File: config.mk
export PLATFORM = sky130hd
export DESIGN_NAME = sync_timing_gen
export DESIGN_NICKNAME = d
export VERILOG_FILES = /design/src/rtl/sync_timing_gen.sv
export SDC_FILE = /design/constraint.sdc
export NUM_CORES = 1
export LEC_CHECK = 0
export CORE_MARGIN = 3
export CORE_UTILIZATION = 50
export CTS_CLUSTER_SIZE = 25
export DETAILED_ROUTE_END_ITERATION = 7
export PLACE_DENSITY = 0.72
export SKIP_CTS_REPAIR_TIMING = 1
export SLEW_MARGIN = 5
export SYNTH_ARGS = -nofsm -noshare
export SYNTH_HDL_FRONTEND = slang
export SYNTH_SLANG_ARGS = --single-unit
File: constraint.sdc
create_clock -name clk -period 4.55 [get_ports clk]
set_input_delay 0.91 -clock clk [delete_from_list [all_inputs] [get_ports clk]]
set_output_delay 0.91 -clock clk [all_outputs]
set_load 0.01 [all_outputs]
File: src/rtl/sync_timing_gen.sv
// Line/frame timing generator: emits sync, f_sync, endLine and endFrame strobes plus
// the active-pixel qualifier and x/y/frame position counters for the Control block.
module sync_timing_gen #(
  parameter int ACT_PIX   = 16,
  parameter int HBLANK    = 4,
  parameter int ACT_LINES = 8,
  parameter int VBLANK    = 2
) (
  input  logic        clk,
  input  logic        rst,
  input  logic        enable,
  output logic        f_sync,
  output logic        sync,
  output logic        endLine,
  output logic        endFrame,
  output logic        active,
  output logic [11:0] x_pos,
  output logic [11:0] y_pos,
  output logic [7:0]  frame_cnt,
  output logic        busy
);

  // state   | meaning
  // IDLE    | stopped, waiting for enable
  // SYNC    | one-cycle line start
  // ACTIVE  | ACT_PIX active pixel cycles
  // HBLANK  | HBLANK blank cycles after each active line
  // VBLANK  | VBLANK blank line periods after the last active line
  localparam logic [2:0] S_IDLE   = 3'd0;
  localparam logic [2:0] S_SYNC   = 3'd1;
  localparam logic [2:0] S_ACTIVE = 3'd2;
  localparam logic [2:0] S_HBLANK = 3'd3;
  localparam logic [2:0] S_VBLANK = 3'd4;

  localparam logic [11:0] LP_X_LAST     = 12'(ACT_PIX - 1);
  localparam logic [12:0] LP_Y_LAST_ACT = 13'(ACT_LINES - 1);
  localparam logic [12:0] LP_Y_LAST_V   = 13'(ACT_LINES + VBLANK - 1);
  localparam logic [12:0] LP_HB_LAST    = 13'(HBLANK - 1);
  localparam logic [12:0] LP_LINE_LAST  = 13'(ACT_PIX + HBLANK);

  logic [2:0]  r_state;
  logic [11:0] r_x;
  logic [12:0] r_y;
  logic [12:0] r_cnt;
  logic        r_f_sync, r_sync, r_end_line, r_end_frame, r_active, r_busy;
  logic [11:0] r_x_pos, r_y_pos;
  logic [7:0]  r_frame_cnt;

  logic [2:0]  w_state_n;
  logic [11:0] w_x_n;
  logic [12:0] w_y_n;
  logic [12:0] w_cnt_n;
  logic        w_line_end, w_frame_end;
  logic        w_end_line_n;

  always_comb begin
    w_state_n   = r_state;
    w_x_n       = r_x;
    w_y_n       = r_y;
    w_cnt_n     = r_cnt;
    w_line_end  = 1'b0;
    w_frame_end = 1'b0;
    case (r_state)
      S_IDLE:   if (enable) w_state_n = S_SYNC;
      S_SYNC: begin
        w_state_n = S_ACTIVE;
        w_x_n     = '0;
      end
      S_ACTIVE: begin
        if (r_x == LP_X_LAST) begin
          w_x_n = '0;
          if (HBLANK > 0) begin
            w_state_n = S_HBLANK;
            w_cnt_n   = LP_HB_LAST;
          end else begin
            w_line_end = 1'b1;
          end
        end else begin
          w_x_n = r_x + 12'd1;
        end
      end
      S_HBLANK: begin
        if (r_cnt == '0) w_line_end = 1'b1;
        else             w_cnt_n = r_cnt - 13'd1;
      end
      S_VBLANK: begin
        if (r_cnt == '0) begin
          if (r_y == LP_Y_LAST_V) begin
            w_frame_end = 1'b1;
          end else begin
            w_y_n   = r_y + 13'd1;
            w_cnt_n = LP_LINE_LAST;
          end
        end else begin
          w_cnt_n = r_cnt - 13'd1;
        end
      end
      default:  w_state_n = S_IDLE;
    endcase

    if (w_line_end) begin
      if (r_y < LP_Y_LAST_ACT) begin
        w_y_n     = r_y + 13'd1;
        w_state_n = S_SYNC;
      end else if (VBLANK > 0) begin
        w_y_n     = r_y + 13'd1;
        w_state_n = S_VBLANK;
        w_cnt_n   = LP_LINE_LAST;
      end else begin
        w_frame_end = 1'b1;
      end
    end

    // enable only matters here: a running frame always completes
    if (w_frame_end) begin
      w_y_n     = '0;
      w_state_n = enable ? S_SYNC : S_IDLE;
    end
  end

  assign w_end_line_n = (w_state_n == S_ACTIVE) && (w_x_n == LP_X_LAST);

  always_ff @(posedge clk or posedge rst) begin
    if (rst) begin
      r_state     <= S_IDLE;
      r_x         <= '0;
      r_y         <= '0;
      r_cnt       <= '0;
      r_f_sync    <= 1'b0;
      r_sync      <= 1'b0;
      r_end_line  <= 1'b0;
      r_end_frame <= 1'b0;
      r_active    <= 1'b0;
      r_busy      <= 1'b0;
      r_x_pos     <= '0;
      r_y_pos     <= '0;
      r_frame_cnt <= '0;
    end else begin
      r_state     <= w_state_n;
      r_x         <= w_x_n;
      r_y         <= w_y_n;
      r_cnt       <= w_cnt_n;
      r_sync      <= (w_state_n == S_SYNC);
      r_f_sync    <= (w_state_n == S_SYNC) && (w_y_n == '0);
      r_active    <= (w_state_n == S_ACTIVE);
      r_end_line  <= w_end_line_n;
      r_end_frame <= w_end_line_n && (w_y_n == LP_Y_LAST_ACT);
      r_busy      <= (w_state_n != S_IDLE);
      r_x_pos     <= (w_state_n == S_ACTIVE) ? w_x_n : 12'd0;
      r_y_pos     <= w_y_n[11:0];
      if (r_end_frame) r_frame_cnt <= r_frame_cnt + 8'd1;
    end
  end

  assign f_sync    = r_f_sync;
  assign sync      = r_sync;
  assign endLine   = r_end_line;
  assign endFrame  = r_end_frame;
  assign active    = r_active;
  assign x_pos     = r_x_pos;
  assign y_pos     = r_y_pos;
  assign frame_cnt = r_frame_cnt;
  assign busy      = r_busy;

endmodule

==> out/results.ini <==
[status]
outcome = complete, no violations

[global_routing]
overflow = 0
grt_usage_pct = 18.7
grt_max_degree = 47
first_global_vias = 2637
antenna_found_initial = 0
grt_first_pass_wirelength_um = 12700

[synthesis]
ys_warn_count = 0
synth-seq-area-share_pct = 46.4
syn_inst = 375
synth_flop_cell = dfrtp_1
synth_edf_count = 0
synthMostInstantiatedCell = dfrtp_1
netlist_area_um2 = 3610
synth_top_cell_by_area = dfrtp_1
avgSynthCellArea_um2 = 9.63
ys_ff_latch = 67
syn_nets = 384
synthTopCellsByCount = 67 x dfrtp_1, 33 x nor2_1, 29 x nand2_1
synth_top_area_share_pct = 46.4
ys_types = 57
synth-async-reset-ratio_pct = 100
netlist_top_cells_area = dfrtp_1 46%, xnor2_1 4.6%, nor2_1 3.4%

[place]
portBuffers = 40
dp_hpwl_um = 5120
pre_cts_ws_ns = 1.55
placed_area_um2 = 3980
gp_congestion = 0.850

[cells_and_area]
postLayoutCoreUtil_pct = 60.9
layout-drive-gt1-share_pct = 7.41
fin_nets = 409
num-fill-cells = 589
final_cell_area_um2 = 4210
syn_to_final_growth_pct = 16.5
diodes = 0

[worst_setup_path]
worstPathRequired_ns = 4.84
crit_type = reg2reg
crit_fanout = 17
start_kind = flip-flop
endpoint_kind = flip-flop
worstPathArrival_ns = 3.33

[timing]
grt_setup_unrepaired = false
tightest_slew_ns = 0.942
max_freq_ghz = 0.329
fin_crit_sh_pct = 66.8
drv_slew = 0
finalSetupTns_ns = 0
setup_viol = 0
relSlewSlack_pct = 37.1
clock_skew_ns = 0.0102
finalHoldViolCount = 0
fin_ws_ns = 1.51
fin_crit_ns = 3.04

[run]
drv_cap = 0

[route]
ant_nets = 0
wire_per_inst_um = 14.8
drt_iter0_drc = 122
vias = 2840
route.detailed.drc = 0
vias_per_cell = 5.67
postRouteWirelength_um = 7410
drtPass1Iterations = 4

[power_and_ir_drop]
power_frac_seq_pct = 50.8
p_leak_uw = 0.00191
pwr-share-clk_pct = 48.0
power_density_nw_per_um2 = 278
comb_power_share_pct = 1.2
ir_drop_mv = 0.178
p_total_uw = 1170
swShare_pct = 21.1
p_int_uw = 924
power.net_switching_uw = 247

[clocking]
clkLatencyLatePin_ns = 0.35
cts_buffers = 9
cts_tree = yes
htree_levels = 3
clkSlewWorstSetupHoldPaths_ns = 0.08
clock_sinks = 67
root_buffer = clkbuf_8
clk_path_buf_depth = 2

[floorplanning]
io_pins = 41
die_w_um = 91.0
initial_utilization_pct = 52.3
die_h_um = 91.0
core_um2 = 6910
dieArea_um2 = 8280
fp-row-count = 30

[worst_hold_path]
hp-class = reg2reg

-- kinds of logic after synthesis --
group                    after synthesis  synth area share [%]
XOR/XNOR                              29                  7.03
flip-flops                            67                  46.4
AND/OR/NAND/NOR                      169                  26.0
buffers and inverters                 35                  5.23
multiplexers                           1                 0.312
adder cells (fa/ha/maj)                6                  2.08
AO/OA/AOI/OAI                         68                  13.0
-- layout make-up --
type                       instances  area, um2  share of cell area (%)
sequential                        67       1680                    39.8
tap                               96        120                    2.85
inverter                           8       30.0                   0.714
clock buffer                      11        141                    3.36
clock inverter                     5       85.1                    2.02
timing repair buffer              41        408                    9.69
multi-input combinational        273       1750                    41.5
-- power by group through the flow --
| stage | Clock [uW] | Combinational (uW) | Sequential [uW] |
|---|---|---|---|
| after floorplan | 0 | 8.70 | 607 |
| after global placement | 0 | 14.7 | 607 |
| after detailed placement | 0 | 15.2 | 607 |
| after CTS | 576 | 15.1 | 595 |
| after global routing | 598 | 16.5 | 595 |
| final | 562 | 13.8 | 595 |
-- metrics by stage --
stage | hold slack, ns | instances
global placement | 0.465 | 485
CTS | 0.483 | 501
floorplan | 0.475 | 375
detailed placement | 0.469 | 485
finish | 0.478 | 501
global route | 0.503 | 501
-- routing by layer --
layer	part of all wire [%]	GRT usage, %
met1	49	27.7
met2	44	26.5
met4	1.7	7.91
met3	4.7	3.73
met5	0	0
-- placed cells by master, fill, tap and decap left out, drive strengths merged, types with 2 or more instances in the layout --
cell           synthesis  routed
a31o                   2       2
nor2b                  5       5
o31ai                  5       5
a32oi                  2       2
bufinv                 0       2
a21o                   8       8
o31a                   3       3
dfrtp                 67      67
or3                    6       6
xnor2                 19      19
o21ai                 19      19
nor4                  11      11
nand3b                 2       2
a21oi                  9       9
o41ai                  3       3
nand2                 29      29
a221oi                 3       3
nor2                  33      33
and3b                  2       2
nor3                  15      15
inv                    8       9
xor2                  10      10
clkbuf                10      11
nand4                 14      14
or2                    3       3
nand3                 23      23
ha                     6       6
or4                    4       4
a211oi                 2       2
and2                   3       3
a211o                  4       4
and3                   8       8
a311o                  2       2
clkdlybuf4s50          0      40
and4                   2       2
nor3b                  2       2
-- flip-flops by register name, summed over array words and instances, names as in the netlist, 2 cells and up --
name / count
r_x: 12
x_pos: 12
y_pos: 11
frame_cnt: 8
r_y: 2
r_state: 3
r_cnt: 13
-- critical path: stages, from the launching register on --
cell and delay [ns]:
dfrtp_1 0.41, inv_1 0.11, ha_1 0.17, or4b_4 0.50
nor4_2 0.42, a31o_1 0.53, nand3_1 0.22, o211ai_1 0.21
nand4b_1 0.15, and4bb_1 0.28
-- path summary, 6_finish.rpt --
path	start	endpoint	slack, ns	cells past startpoint
worst max-delay path	r_cnt[0]	f_sync	1.51	9
worst min-delay path	frame_cnt[7]	frame_cnt[7]	0.48	1
worst max register to register	r_cnt[0]	f_sync	1.51	9
worst min register to register	frame_cnt[7]	frame_cnt[7]	0.48	1
max in group asynchronous	rst	r_x[0]	2.61	3
min in group asynchronous	rst	frame_cnt[5]	1.10	2
Power figures use the tool's default switching activity.
